**config.mk**
```make
export PLATFORM = sky130hd
export DESIGN_NAME = sdram_frame_reader
export DESIGN_NICKNAME = d
export VERILOG_FILES = /design/src/rtl/sdram_frame_reader.sv
export SDC_FILE = /design/constraint.sdc
export NUM_CORES = 1
export LEC_CHECK = 0
export CAP_MARGIN = 40
export CORE_MARGIN = 1
export CORE_UTILIZATION = 45
export DETAILED_ROUTE_END_ITERATION = 8
export PLACE_DENSITY_LB_ADDON = 0.05
export SLEW_MARGIN = 20
export SYNTH_ARGS = -nofsm -noshare
export SYNTH_HDL_FRONTEND = slang
export SYNTH_SLANG_ARGS = --single-unit
```
**constraint.sdc**
```tcl
create_clock -name clk -period 17.49 [get_ports clk]
set_input_delay 4.3725 -clock clk [delete_from_list [all_inputs] [get_ports clk]]
set_output_delay 4.3725 -clock clk [all_outputs]
set_load 0.02 [all_outputs]
```
**src/rtl/sdram_frame_reader.sv**
```systemverilog
// Avalon-MM read master that fetches a width x height region of 16-bit pixels
// row by row and replays it as an Avalon-ST stream with sop/eop markers.
module sdram_frame_reader #(
    parameter int ADDR_W     = 32,
    parameter int DATA_W     = 16,
    parameter int FIFO_DEPTH = 16
) (
    input  logic              clk,
    input  logic              reset,
    input  logic              start,
    input  logic [ADDR_W-1:0] base_addr,
    input  logic [15:0]       width,
    input  logic [15:0]       height,
    input  logic [ADDR_W-1:0] stride,
    output logic              busy,
    output logic              done,
    output logic [ADDR_W-1:0] avm_address,
    output logic              avm_read,
    input  logic              avm_waitrequest,
    input  logic [DATA_W-1:0] avm_readdata,
    input  logic              avm_readdatavalid,
    output logic [DATA_W-1:0] aso_data,
    output logic              aso_valid,
    input  logic              aso_ready,
    output logic              aso_sop,
    output logic              aso_eop,
    output logic [1:0]        dbg_state
);

    localparam int PW = $clog2(FIFO_DEPTH);
    localparam int CW = PW + 1;
    localparam logic [CW:0] DEPTH_C = (CW+1)'(FIFO_DEPTH);

    typedef enum logic [1:0] {
        S_IDLE  = 2'd0,
        S_ISSUE = 2'd1,
        S_DRAIN = 2'd2
    } state_t;

    state_t            state_q;
    logic [15:0]       width_q, height_q, col_q, row_q;
    logic [ADDR_W-1:0] stride_q, row_base_q, addr_q;
    logic              read_q, busy_q, done_q;
    logic [31:0]       total_q, out_cnt_q;
    logic [CW-1:0]     outst_q, count_q, outst_d, count_d;
    logic [CW:0]       credit_d;
    logic [PW-1:0]     wr_ptr_q, rd_ptr_q;
    logic [DATA_W-1:0] mem_q [FIFO_DEPTH];

    logic accept, push, pop, last_addr, room_d;

    // Valid/ready: a read transfers when avm_read & ~avm_waitrequest; a pixel
    // transfers when aso_valid & aso_ready. Both sides hold their payload until then.
    assign accept    = read_q & ~avm_waitrequest;
    assign push      = avm_readdatavalid;
    assign pop       = aso_valid & aso_ready;
    assign last_addr = (col_q == width_q - 16'd1) && (row_q == height_q - 16'd1);

    // Credit after this cycle's traffic decides whether the next request may go out.
    always_comb begin
        outst_d = outst_q;
        if (accept && !push)
            outst_d = outst_q + CW'(1);
        else if (!accept && push)
            outst_d = outst_q - CW'(1);
        count_d = count_q;
        if (push && !pop)
            count_d = count_q + CW'(1);
        else if (!push && pop)
            count_d = count_q - CW'(1);
        credit_d = {1'b0, outst_d} + {1'b0, count_d};
    end

    assign room_d = (credit_d < DEPTH_C);

    always_ff @(posedge clk) begin
        if (reset) begin
            wr_ptr_q <= '0;
            rd_ptr_q <= '0;
            count_q  <= '0;
            outst_q  <= '0;
        end else begin
            if (push)
                wr_ptr_q <= wr_ptr_q + PW'(1);
            if (pop)
                rd_ptr_q <= rd_ptr_q + PW'(1);
            count_q <= count_d;
            outst_q <= outst_d;
        end
    end

    always_ff @(posedge clk) begin
        if (push)
            mem_q[wr_ptr_q] <= avm_readdata;
    end

    always_ff @(posedge clk) begin
        if (reset) begin
            state_q    <= S_IDLE;
            width_q    <= '0;
            height_q   <= '0;
            stride_q   <= '0;
            row_base_q <= '0;
            addr_q     <= '0;
            col_q      <= '0;
            row_q      <= '0;
            total_q    <= '0;
            out_cnt_q  <= '0;
            read_q     <= 1'b0;
            busy_q     <= 1'b0;
            done_q     <= 1'b0;
        end else begin
            done_q <= 1'b0;
            if (pop)
                out_cnt_q <= out_cnt_q + 32'd1;
            case (state_q)
                S_IDLE: begin
                    if (start) begin
                        width_q    <= width;
                        height_q   <= height;
                        stride_q   <= stride;
                        row_base_q <= base_addr;
                        addr_q     <= base_addr;
                        col_q      <= '0;
                        row_q      <= '0;
                        total_q    <= 32'(width) * 32'(height);
                        out_cnt_q  <= '0;
                        if (width == 16'd0 || height == 16'd0) begin
                            done_q <= 1'b1;
                        end else begin
                            state_q <= S_ISSUE;
                            busy_q  <= 1'b1;
                            read_q  <= room_d;
                        end
                    end
                end
                S_ISSUE: begin
                    if (accept) begin
                        if (last_addr) begin
                            read_q  <= 1'b0;
                            state_q <= S_DRAIN;
                        end else begin
                            if (col_q == width_q - 16'd1) begin
                                col_q      <= '0;
                                row_q      <= row_q + 16'd1;
                                row_base_q <= row_base_q + stride_q;
                                addr_q     <= row_base_q + stride_q;
                            end else begin
                                col_q  <= col_q + 16'd1;
                                addr_q <= addr_q + ADDR_W'(2);
                            end
                            read_q <= room_d;
                        end
                    end else if (!read_q) begin
                        read_q <= room_d;
                    end
                end
                S_DRAIN: begin
                    if (outst_q == '0 && count_q == '0) begin
                        done_q  <= 1'b1;
                        busy_q  <= 1'b0;
                        state_q <= S_IDLE;
                    end
                end
                default: state_q <= S_IDLE;
            endcase
        end
    end

    assign busy        = busy_q;
    assign done        = done_q;
    assign avm_address = addr_q;
    assign avm_read    = read_q;
    assign aso_valid   = (count_q != '0);
    assign aso_data    = mem_q[rd_ptr_q];
    assign aso_sop     = aso_valid && (out_cnt_q == 32'd0);
    assign aso_eop     = aso_valid && (out_cnt_q == total_q - 32'd1);
    assign dbg_state   = state_q;

endmodule
```
==> summary.md, run 1 <==
| Metric | Value |
|---|---|
| Data required, critical path | 17940 ps |
| Total I/O pin count | 174 |
| Number of max-capacitance violations reported | 0 |
| Diodes inserted | 0 |
| Worst hold slack across all endpoints | 459 ps |
| Clock root buffer | sky130_fd_sc_hd__clkbuf_16 |
| RR Endpoint | row_base_q[9] |
| Area Growth Syn to Fin | 14.6% |
| Clock input transition at the sequential cells of the worst setup and hold paths | 60 ps |
| Clock buffers created by TritonCTS | 56 |
| Detailed router's first-iteration violation count | 1749 |
| Initial antenna violation count | 2 |
| Mapped Area | 0.0331 mm² |
| Leading cell types in the layout, fill and taps excluded | sky130_fd_sc_hd__nand2_1 (467), sky130_fd_sc_hd__inv_1 (267), sky130_fd_sc_hd__edfxtp_1 (256) |
| Share of final-layout standard cells stronger than drive strength 1 | 7.67% |
| Final max-slew violation count | 0 |
| Vias per Instance | 5.60 |
| Worst-Margin Slew | 842 ps |
| Total number of nets in the final design | 3905 |
| Share of the synthesized area in the top cell type | 23.2% |
| Critical path origin | width[7] |
| Number of global-route vias before repair | 25100 |
| Number of sinks driven by the clock tree | 507 |
| Max Clock Skew | 45.9 ps |
| Number of warning messages in the yosys log | 0 |
| Post-route clock period utilization | 61.2% |
| Global-route wire length before repair | 143000 µm |
| Leakage power | 14.7 nW |
| Number of hold violations in the final report | 0 |
| Mean post-synth cell area | 9.97 µm² |
| Class of the worst hold path | reg -> reg |
| Number of inserted filler cells in the final layout | 6613 |
| Post-synth cell types | 79 |
| CP Data Arrival Time | 11160 ps |
| Worst-case headroom to the max-slew limit | 43.7% |
| Shortest clock period the worst path allows after layout | 10710 ps |
| Fraction of the yosys area taken by sequential cells | 38.4% |
| Routability-driven placement congestion ratio | 0.889 |
| Starting utilization of the core area | 45.4% |
| First-pass iteration count of the detailed router | 8 |
| Final routed DRC violation total | 0 |
| Height of the die | 273 µm |
| Longest Clk Path Bufs | 3 |
| Kind of launch point of the worst setup path | input port |
| Clock latency of the later-clocked register in the worst-skew pair | 650 ps |
| Power per Cell Area | 144 mW/mm² |
| Number of synthesized register bits | 507 |
| Worst reg-to-reg setup slack | 13060 ps |
| Chip width | 273 µm |
| Result of the run | complete, no violations |
| GRT Overall Usage | 24.4% |
| Max H-tree Level | 2 |
| Main synth FF type | sky130_fd_sc_hd__edfxtp_1 |
| Most common library cell in the layout ignoring fill and taps | sky130_fd_sc_hd__nand2_1 |
| Crit path max fanout | 18 |
| Overall via count from detail_route | 24900 |
| Pin count of the biggest net entering global routing | 74 |
| Count of port buffers added during placement | 173 |
| Net count of the mapped netlist | 3786 |
| Cell taking the most area after synthesis | sky130_fd_sc_hd__edfxtp_1 |
| CTS tree | built |
| Post-CTS Hold Fix Bufs | 0 |
| Number of resized instances in the post-cts repair step | 0 |
| Instance count of the mapped netlist | 3316 |
| Setup bufs post-CTS | 0 |
| Aggregate routed wire length | 90800 µm |
| DRT antenna net count | 0 |
| Maximum VDD drop | 0.172 mV |
| Finish-stage setup viols | 0 |
| Core area | 0.0728 mm² |
| Unrepaired setup endpoints after global routing | false |
| Routed wire per std cell | 20.5 µm |
| Achievable frequency | 93.4 MHz |
| Last element of the critical path | total_q[28] |
| Synth async-reset ratio | 0% |
| Overall die area | 0.0746 mm² |
| RR Startpoint | width_q[0] |
| Kind of capture point of the worst setup path | flop |
| Core Rows | 99 |
| Fin Setup TNS | 0 ps |
| Final Core Density | 52.0% |
| Ranking of synthesized cells by area | sky130_fd_sc_hd__edfxtp_1 (23%), sky130_fd_sc_hd__dfxtp_1 (15%), sky130_fd_sc_hd__fa_1 (12%), sky130_fd_sc_hd__ha_1 (5.9%), sky130_fd_sc_hd__mux4_2 (5.4%) |
| Total grt overflow | 0 |
| Detailed Place HPWL | 64800 µm |
| CP Class | in -> reg |
| Number of synthesized flops with an enable pin | 256 |
| Worst Reg-to-Reg Cells | 12 |
power breakdown:
| part | switching [mW] | internal, mW | total [mW] |
|---|---|---|---|
| Combinational | 1.62 | 1.20 | 2.82 |
| Sequential | 0.0826 | 1.31 | 1.40 |
| Clock | 0.508 | 0.715 | 1.22 |
| Total | 2.21 | 3.23 | 5.44 |
worst max-delay path, stage by stage:
cell and delay [ps]:
sky130_fd_sc_hd__clkdlybuf4s50_1 1020, sky130_fd_sc_hd__nand2_1 180, sky130_fd_sc_hd__fa_1 560, sky130_fd_sc_hd__inv_1 50, sky130_fd_sc_hd__fa_1 520, sky130_fd_sc_hd__inv_1 60, sky130_fd_sc_hd__fa_1 530, sky130_fd_sc_hd__inv_1 50
sky130_fd_sc_hd__fa_1 460, sky130_fd_sc_hd__fa_1 490, sky130_fd_sc_hd__inv_1 50, sky130_fd_sc_hd__fa_1 470, sky130_fd_sc_hd__inv_1 40, sky130_fd_sc_hd__ha_1 370, sky130_fd_sc_hd__nand4_1 140, sky130_fd_sc_hd__nor3_1 220
sky130_fd_sc_hd__o211ai_1 160, sky130_fd_sc_hd__a21oi_1 230, sky130_fd_sc_hd__o2111ai_1 180, sky130_fd_sc_hd__and2_1 200, sky130_fd_sc_hd__a2111oi_0 490, sky130_fd_sc_hd__mux2i_1 240, sky130_fd_sc_hd__a21oi_1 70
cell usage after synthesis (all sizes together) (42+ instances only):
| master | n |
|---|---|
| ha | 157 |
| and2 | 157 |
| nand2 | 468 |
| inv | 267 |
| xnor2 | 119 |
| nor3 | 68 |
| o21ai | 128 |
| nor4 | 42 |
| fa | 195 |
| clkbuf | 136 |
| nor2 | 169 |
| xor2 | 80 |
| dfxtp | 251 |
| mux4 | 80 |
| a21oi | 211 |
| nand3 | 72 |
| edfxtp | 256 |
cell families after synthesis:
family	share of synthesized area, %
and+or+nand+nor	17.0
AOI/OAI and AO/OA	10.4
DFF	38.4
buffers and inverters	5.05
adders and majority gates	17.7
xor gates and xnor gates	5.27
muxes	6.13
flip-flops by register name, indices dropped and copies added (netlist names), named ones only:
name and flops:
mem_q 256, avm_address 32, out_cnt_q 32, row_base_q 32
stride_q 32, total_q 32, col_q 16, height_q 16
row_q 16, width_q 16, count_q 5, outst_q 5
rd_ptr_q 4, wr_ptr_q 4, dbg_state 2, avm_read 1
busy 1, done 1
worst min-delay path by stage:
stage,to,from,cells after the start
floorplan,row_base_q[18],row_base_q[18],2
global placement,row_base_q[18],row_base_q[18],2
detailed placement,stride_q[7],stride_q[7],2
CTS,stride_q[7],stride_q[7],2
global route,stride_q[6],stride_q[6],2
finish,stride_q[7],stride_q[7],2
metal layers:
metal	global-route usage, %	up-vias	routed length [µm]
met5	0	-	27
met4	6.59	4	2130
met3	4.32	131	5010
met2	40.2	609	43000
met1	33.2	12400	40700
li1	-	11800	-
layout make-up:
type,instances,area [µm²],share of cell area (%)
clock buffer,73,1540,4.05
tap,959,1200,3.17
inverter,268,1010,2.65
clock inverter,33,409,1.08
timing repair buffer,230,2310,6.10
sequential,507,12700,33.6
multi-input combinational,2372,18700,49.4
through the flow:
stage | setup slack, ps | cell area (µm²) | power [mW] | std cells
floorplan | 7200 | 33100 | 3.43 | 3316
global placement | 6180 | 35600 | 4.17 | 4317
detailed placement | 6170 | 35800 | 4.20 | 4328
CTS | 6790 | 37800 | 5.45 | 4434
global route | 6420 | 37900 | 5.85 | 4442
finish | 6780 | 37900 | 5.44 | 4442
Note: power is estimated with default switching activity, not from simulation.
==> run 2, diff against run 1 <==
clock period = 10.7 ns   (was 17.49 ns; I/O delays follow)
==> summary.md, run 2 (same netlist as run 1, synthesis figures left out) <==
| Metric | Value |
|---|---|
| Class of the worst hold path | reg -> reg |
| Diodes inserted | 0 |
| Initial antenna violation count | 2 |
| Maximum VDD drop | 0.276 mV |
| Final max-slew violation count | 0 |
| GRT Overall Usage | 24.7% |
| Data required, critical path | 11120 ps |
| RR Endpoint | avm_address[29] |
| Leading cell types in the layout, fill and taps excluded | sky130_fd_sc_hd__nand2_1 (467), sky130_fd_sc_hd__inv_1 (267), sky130_fd_sc_hd__edfxtp_1 (256) |
| Clock latency of the later-clocked register in the worst-skew pair | 650 ps |
| Max Clock Skew | 80.1 ps |
| Number of sinks driven by the clock tree | 507 |
| Count of port buffers added during placement | 173 |
| Max H-tree Level | 2 |
| Setup bufs post-CTS | 0 |
| Instance area after placement | 0.0359 mm² |
| Number of resized instances in the post-cts repair step | 0 |
| Kind of launch point of the worst setup path | input port |
| Final cell area excluding filler cells | 0.0379 mm² |
| CP Data Arrival Time | 9370 ps |
| Number of hold violations in the final report | 0 |
| Detailed Place HPWL | 66000 µm |
| First-pass iteration count of the detailed router | 5 |
| CP Class | in -> reg |
| Achievable frequency | 112 MHz |
| Most common library cell in the layout ignoring fill and taps | sky130_fd_sc_hd__nand2_1 |
| Aggregate routed wire length | 92000 µm |
| Global-route wire length before repair | 144000 µm |
| Longest Clk Path Bufs | 3 |
| Total I/O pin count | 174 |
| Fin Setup TNS | 0 ps |
| Worst-case hold path end point | row_base_q[18] |
| Flip-flop count of the largest register after layout | 256 |
| Routability-driven placement congestion ratio | 0.907 |
| Routed wire per std cell | 20.7 µm |
| Overall die area | 0.0746 mm² |
| Crit path max fanout | 16 |
| Worst Reg-to-Reg Cells | 13 |
| Leakage power | 14.7 nW |
| Number of global-route vias before repair | 25500 |
| Post-route clock period utilization | 83.6% |
| Worst-Margin Slew | 845 ps |
| Area Growth Syn to Fin | 14.6% |
| Detailed router's first-iteration violation count | 1815 |
| Final routed DRC violation total | 0 |
| Share of final-layout standard cells stronger than drive strength 1 | 7.79% |
| Worst hold slack across all endpoints | 458 ps |
| Critical-path top delay cell | sky130_fd_sc_hd__clkdlybuf4s50_1 |
| Result of the run | complete, no violations |
| Sequence of cells on the critical path | clkdlybuf4s50_1 -> and2_1 -> fa_1 -> inv_1 -> fa_1 -> fa_1 -> inv_1 -> fa_1 -> fa_1 -> inv_1 -> fa_1 -> inv_1 -> ha_1 -> nand4_1 -> nor3_1 -> o211ai_1 -> a21oi_1 -> o2111ai_1 -> and2_1 -> a2111oi_0 -> mux2i_1 -> a21oi_1 |
| Kind of capture point of the worst setup path | flop |
| DRT antenna net count | 0 |
| Vias per Instance | 5.62 |
| Delay of the slowest cell on the worst path | 810 ps |
| Core Rows | 99 |
| Number of instances on the worst hold path | 2 |
| Unrepaired setup endpoints after global routing | false |
| Total grt overflow | 0 |
| Hold path start | row_base_q[18] |
| Clock input transition at the sequential cells of the worst setup and hold paths | 60 ps |
| RR Startpoint | width_q[0] |
| Starting utilization of the core area | 45.4% |
| Post-CTS Hold Fix Bufs | 0 |
| CTS tree | built |
| Total power consumption of the routed design | 8.87 mW |
| Clock buffers created by TritonCTS | 55 |
| Number of max-capacitance violations reported | 0 |
| Clock root buffer | sky130_fd_sc_hd__clkbuf_16 |
| Height of the die | 273 µm |
| Pin count of the biggest net entering global routing | 75 |
| Chip width | 273 µm |
| Total number of nets in the final design | 3914 |
| Finish-stage setup viols | 0 |
| Worst reg-to-reg setup slack | 6370 ps |
| Most prevalent standard cell on the critical path | sky130_fd_sc_hd__fa_1 |
| Core area | 0.0728 mm² |
| Power per Cell Area | 234 mW/mm² |
| Shortest clock period the worst path allows after layout | 8950 ps |
| Register ranked first by flip-flop count | mem_q |
| Worst-case headroom to the max-slew limit | 43.5% |
| Overall via count from detail_route | 25000 |
## run 2: worst max path at each step
stage               from          end  slack, ps  cells after the start
6_report       width[10]  total_q[28]       1750                     22
5_1_grt        width[10]  total_q[28]       1340                     22
4_1_cts         width[4]  total_q[28]       1760                     22
3_5_place_dp    width[4]  total_q[28]       1160                     22
3_3_place_gp    width[4]  total_q[28]       1250                     22
2_1_floorplan  height[7]  total_q[28]       2110                     24
## run 2: final cells by class
type / instances / area (µm²)
clock inverters: 31 / 422
multi-input cells: 2372 / 18700
clock buffers: 72 / 1500
repair buffers: 240 / 2350
inverters: 268 / 1010
well taps: 959 / 1200
fillers: 6566 / 34900
flip-flops and latches: 507 / 12700
## run 2: metrics by stage
| step | utilization, % | std cells | worst slack, ps |
|---|---|---|---|
| floorplan | - | 3316 | 2110 |
| global placement | 49.1 | 4330 | 1250 |
| detailed placement | 49.2 | 4338 | 1160 |
| CTS | 51.9 | 4441 | 1760 |
| global route | 52.1 | 4449 | 1340 |
| finish | 52.1 | 4449 | 1750 |
## run 2: power by group
part	switching (mW)	internal, mW	total (mW)
Combinational	2.63	1.97	4.60
Clock	0.826	1.17	1.99
Sequential	0.131	2.15	2.28
Total	3.59	5.28	8.87
## run 2: per-layer routing
metal / GRT usage, % / wire (µm) / vias to the layer above
met3: 4.07 / 5160 / 144
li1: - / - / 11800
met5: 0 / 27 / -
met2: 40.9 / 43600 / 679
met4: 6.67 / 2120 / 4
met1: 33.6 / 41000 / 12400
## run 2: worst max-delay path, delay by kind of cell
family | cells | cell delay [ps]
AOI/OAI and AO/OA | 5 | 1110
adders and majority gates | 7 | 3330
buffers and inverters | 5 | 1020
and+or+nand+nor | 4 | 950
muxes | 1 | 260
==> run 3, diff against run 2 <==
clock period = 7.3 ns   (was 10.7 ns; I/O delays follow)
==> summary.md, run 3 (same netlist as run 1, synthesis figures left out) <==
| Metric | Value |
|---|---|
| Data required, critical path | 7740 ps |
| Fin Setup TNS | 0 ps |
| Vias per Instance | 5.55 |
| CP Data Arrival Time | 7640 ps |
| Detailed Place HPWL | 68700 µm |
| Buffer and inverter count on the worst path | 7 |
| Result of the run | complete, no violations |
| Total power consumption of the routed design | 14.9 mW |
| CTS tree | built |
| Worst-case headroom to the max-slew limit | 44.5% |
| Total I/O pin count | 174 |
| Unrepaired setup endpoints after global routing | true |
| First-pass iteration count of the detailed router | 6 |
| Number of instances on the worst hold path | 2 |
| Power per Cell Area | 380 mW/mm² |
| Final cell area excluding filler cells | 0.0391 mm² |
| Worst-Margin Slew | 826 ps |
| Most common library cell in the layout ignoring fill and taps | sky130_fd_sc_hd__nand2_1 |
| Aggregate routed wire length | 93300 µm |
| Routability-driven placement congestion ratio | 0.885 |
| Pin count of the biggest net entering global routing | 84 |
| Register ranked first by flip-flop count | mem_q |
| Clock input transition at the sequential cells of the worst setup and hold paths | 60 ps |
| Total grt overflow | 0 |
| Number of hold violations in the final report | 0 |
| CP Class | in -> reg |
| Critical-path top delay cell | sky130_fd_sc_hd__fa_2 |
| Worst Reg-to-Reg Cells | 12 |
| Leakage power | 15.4 nW |
| Final routed DRC violation total | 0 |
| Final Core Density | 53.6% |
| Count of port buffers added during placement | 173 |
| Delay of the slowest cell on the worst path | 550 ps |
| Cells after DPL | 4448 |
| Kind of capture point of the worst setup path | flop |
| Achievable frequency | 139 MHz |
| Detailed router's first-iteration violation count | 1543 |
| Kind of launch point of the worst setup path | input port |
| Core Rows | 99 |
| Number of non-filler instances in the completed layout | 4575 |
| Cell family with the largest share of critical-path delay | adder cells |
| Clock root buffer | sky130_fd_sc_hd__clkbuf_16 |
| Number of global-route vias before repair | 25900 |
| Final max-slew violation count | 0 |
| Finish-stage setup viols | 0 |
| Overall die area | 0.0746 mm² |
| Number of max-capacitance violations reported | 0 |
| Routed wire per std cell | 20.4 µm |
| GRT Overall Usage | 25.0% |
| Max H-tree Level | 2 |
| Longest Clk Path Bufs | 3 |
| Chip width | 273 µm |
| Max Clock Skew | 66.9 ps |
| Crit path max fanout | 5 |
| Total number of nets in the final design | 4039 |
| Height of the die | 273 µm |
| Flip-flop count of the largest register after layout | 256 |
| Clock buffers created by TritonCTS | 55 |
| Shortest clock period the worst path allows after layout | 7200 ps |
| Clock latency of the later-clocked register in the worst-skew pair | 640 ps |
| Diodes inserted | 0 |
| WP depth | 24 |
| Global-route wire length before repair | 146000 µm |
| Sequence of cells on the critical path | buf_6 -> buf_6 -> buf_6 -> and2_4 -> fa_1 -> inv_2 -> fa_1 -> fa_2 -> inv_2 -> fa_2 -> fa_1 -> inv_2 -> fa_1 -> inv_2 -> ha_4 -> nand4_1 -> nor3_2 -> o211ai_1 -> a21oi_2 -> o2111ai_2 -> and2_4 -> a2111oi_4 -> mux2i_1 -> a21oi_1 |
| Core area | 0.0728 mm² |
| Share of final-layout standard cells stronger than drive strength 1 | 12.5% |
| Number of sinks driven by the clock tree | 507 |
| Initial antenna violation count | 1 |
| Maximum VDD drop | 0.544 mV |
| Starting utilization of the core area | 45.4% |
| Post-route clock period utilization | 98.6% |
| Class of the worst hold path | reg -> reg |
| Overall via count from detail_route | 25400 |
| Instance area after placement | 0.0368 mm² |
| Leading cell types in the layout, fill and taps excluded | sky130_fd_sc_hd__nand2_1 (459), sky130_fd_sc_hd__edfxtp_1 (256), sky130_fd_sc_hd__inv_1 (255) |
| DRT antenna net count | 0 |
| Area Growth Syn to Fin | 18.1% |
-- run 3: changes by cell type in the layout (fill, tap and decap cells not counted), sizes merged, moves of 3 or more --
cell	delta
buf	+127
clkbuf	+4
clkdlybuf4s50	-30
clkinv	+10
clkinvlp	-4
dlymetal6s2s	+15
inv	+3
-- run 3: power breakdown --
group	switching (mW)	leakage [nW]	internal, mW
Combinational	4.51	10.1	4.09
Sequential	0.204	4.37	3.15
Clock	1.23	0.915	1.68
-- run 3: what timing repair did --
item,CTS,global route
endpoints found under the hold margin,0,0
gates resized for setup,39,83
setup endpoints to repair,9,12
hold buffers,0,0
pin swaps,10,37
buffers inserted,6,15
-- run 3: worst register-to-register path, delay by kind of cell, from the launching register on --
kind	cells	cell delay, ps
AOI/OAI and AO/OA	3	1220
adders and majority gates	1	190
buffers and inverters	2	510
DFF	1	380
muxes	1	360
and+or+nand+nor	5	1780
-- run 3: metal layers --
layer / global-route usage [%] / routed length [µm] / up-vias
met5: 0 / 13 / -
met4: 5.91 / 1910 / 2
met3: 2.79 / 4000 / 122
met2: 41.1 / 44000 / 607
met1: 35.1 / 43400 / 12600
li1: - / - / 12100
-- run 3: worst paths after layout --
check                                  from       endpoint  slack (ps)
worst min-delay path            stride_q[6]    stride_q[6]         460
worst max-delay path               width[8]    total_q[28]         100
worst min register to register  stride_q[6]    stride_q[6]         460
worst max register to register   width_q[0]  row_base_q[9]        2820
-- run 3: metrics by stage --
step / hold WS (ps) / worst slack [ps]
floorplan: 436 / 22.0
global placement: 449 / -810
detailed placement: 454 / -883
CTS: 463 / -1.67
global route: 480 / -77.3
finish: 461 / 103
-- run 3: final cells by class --
type | instances | area [µm²]
inverter | 268 | 1010
clock inverter | 40 | 450
fill | 6499 | 33800
timing repair buffer | 365 | 3340
clock buffer | 64 | 1440
sequential | 507 | 12700
tap | 959 | 1200
multi-input combinational | 2372 | 18900
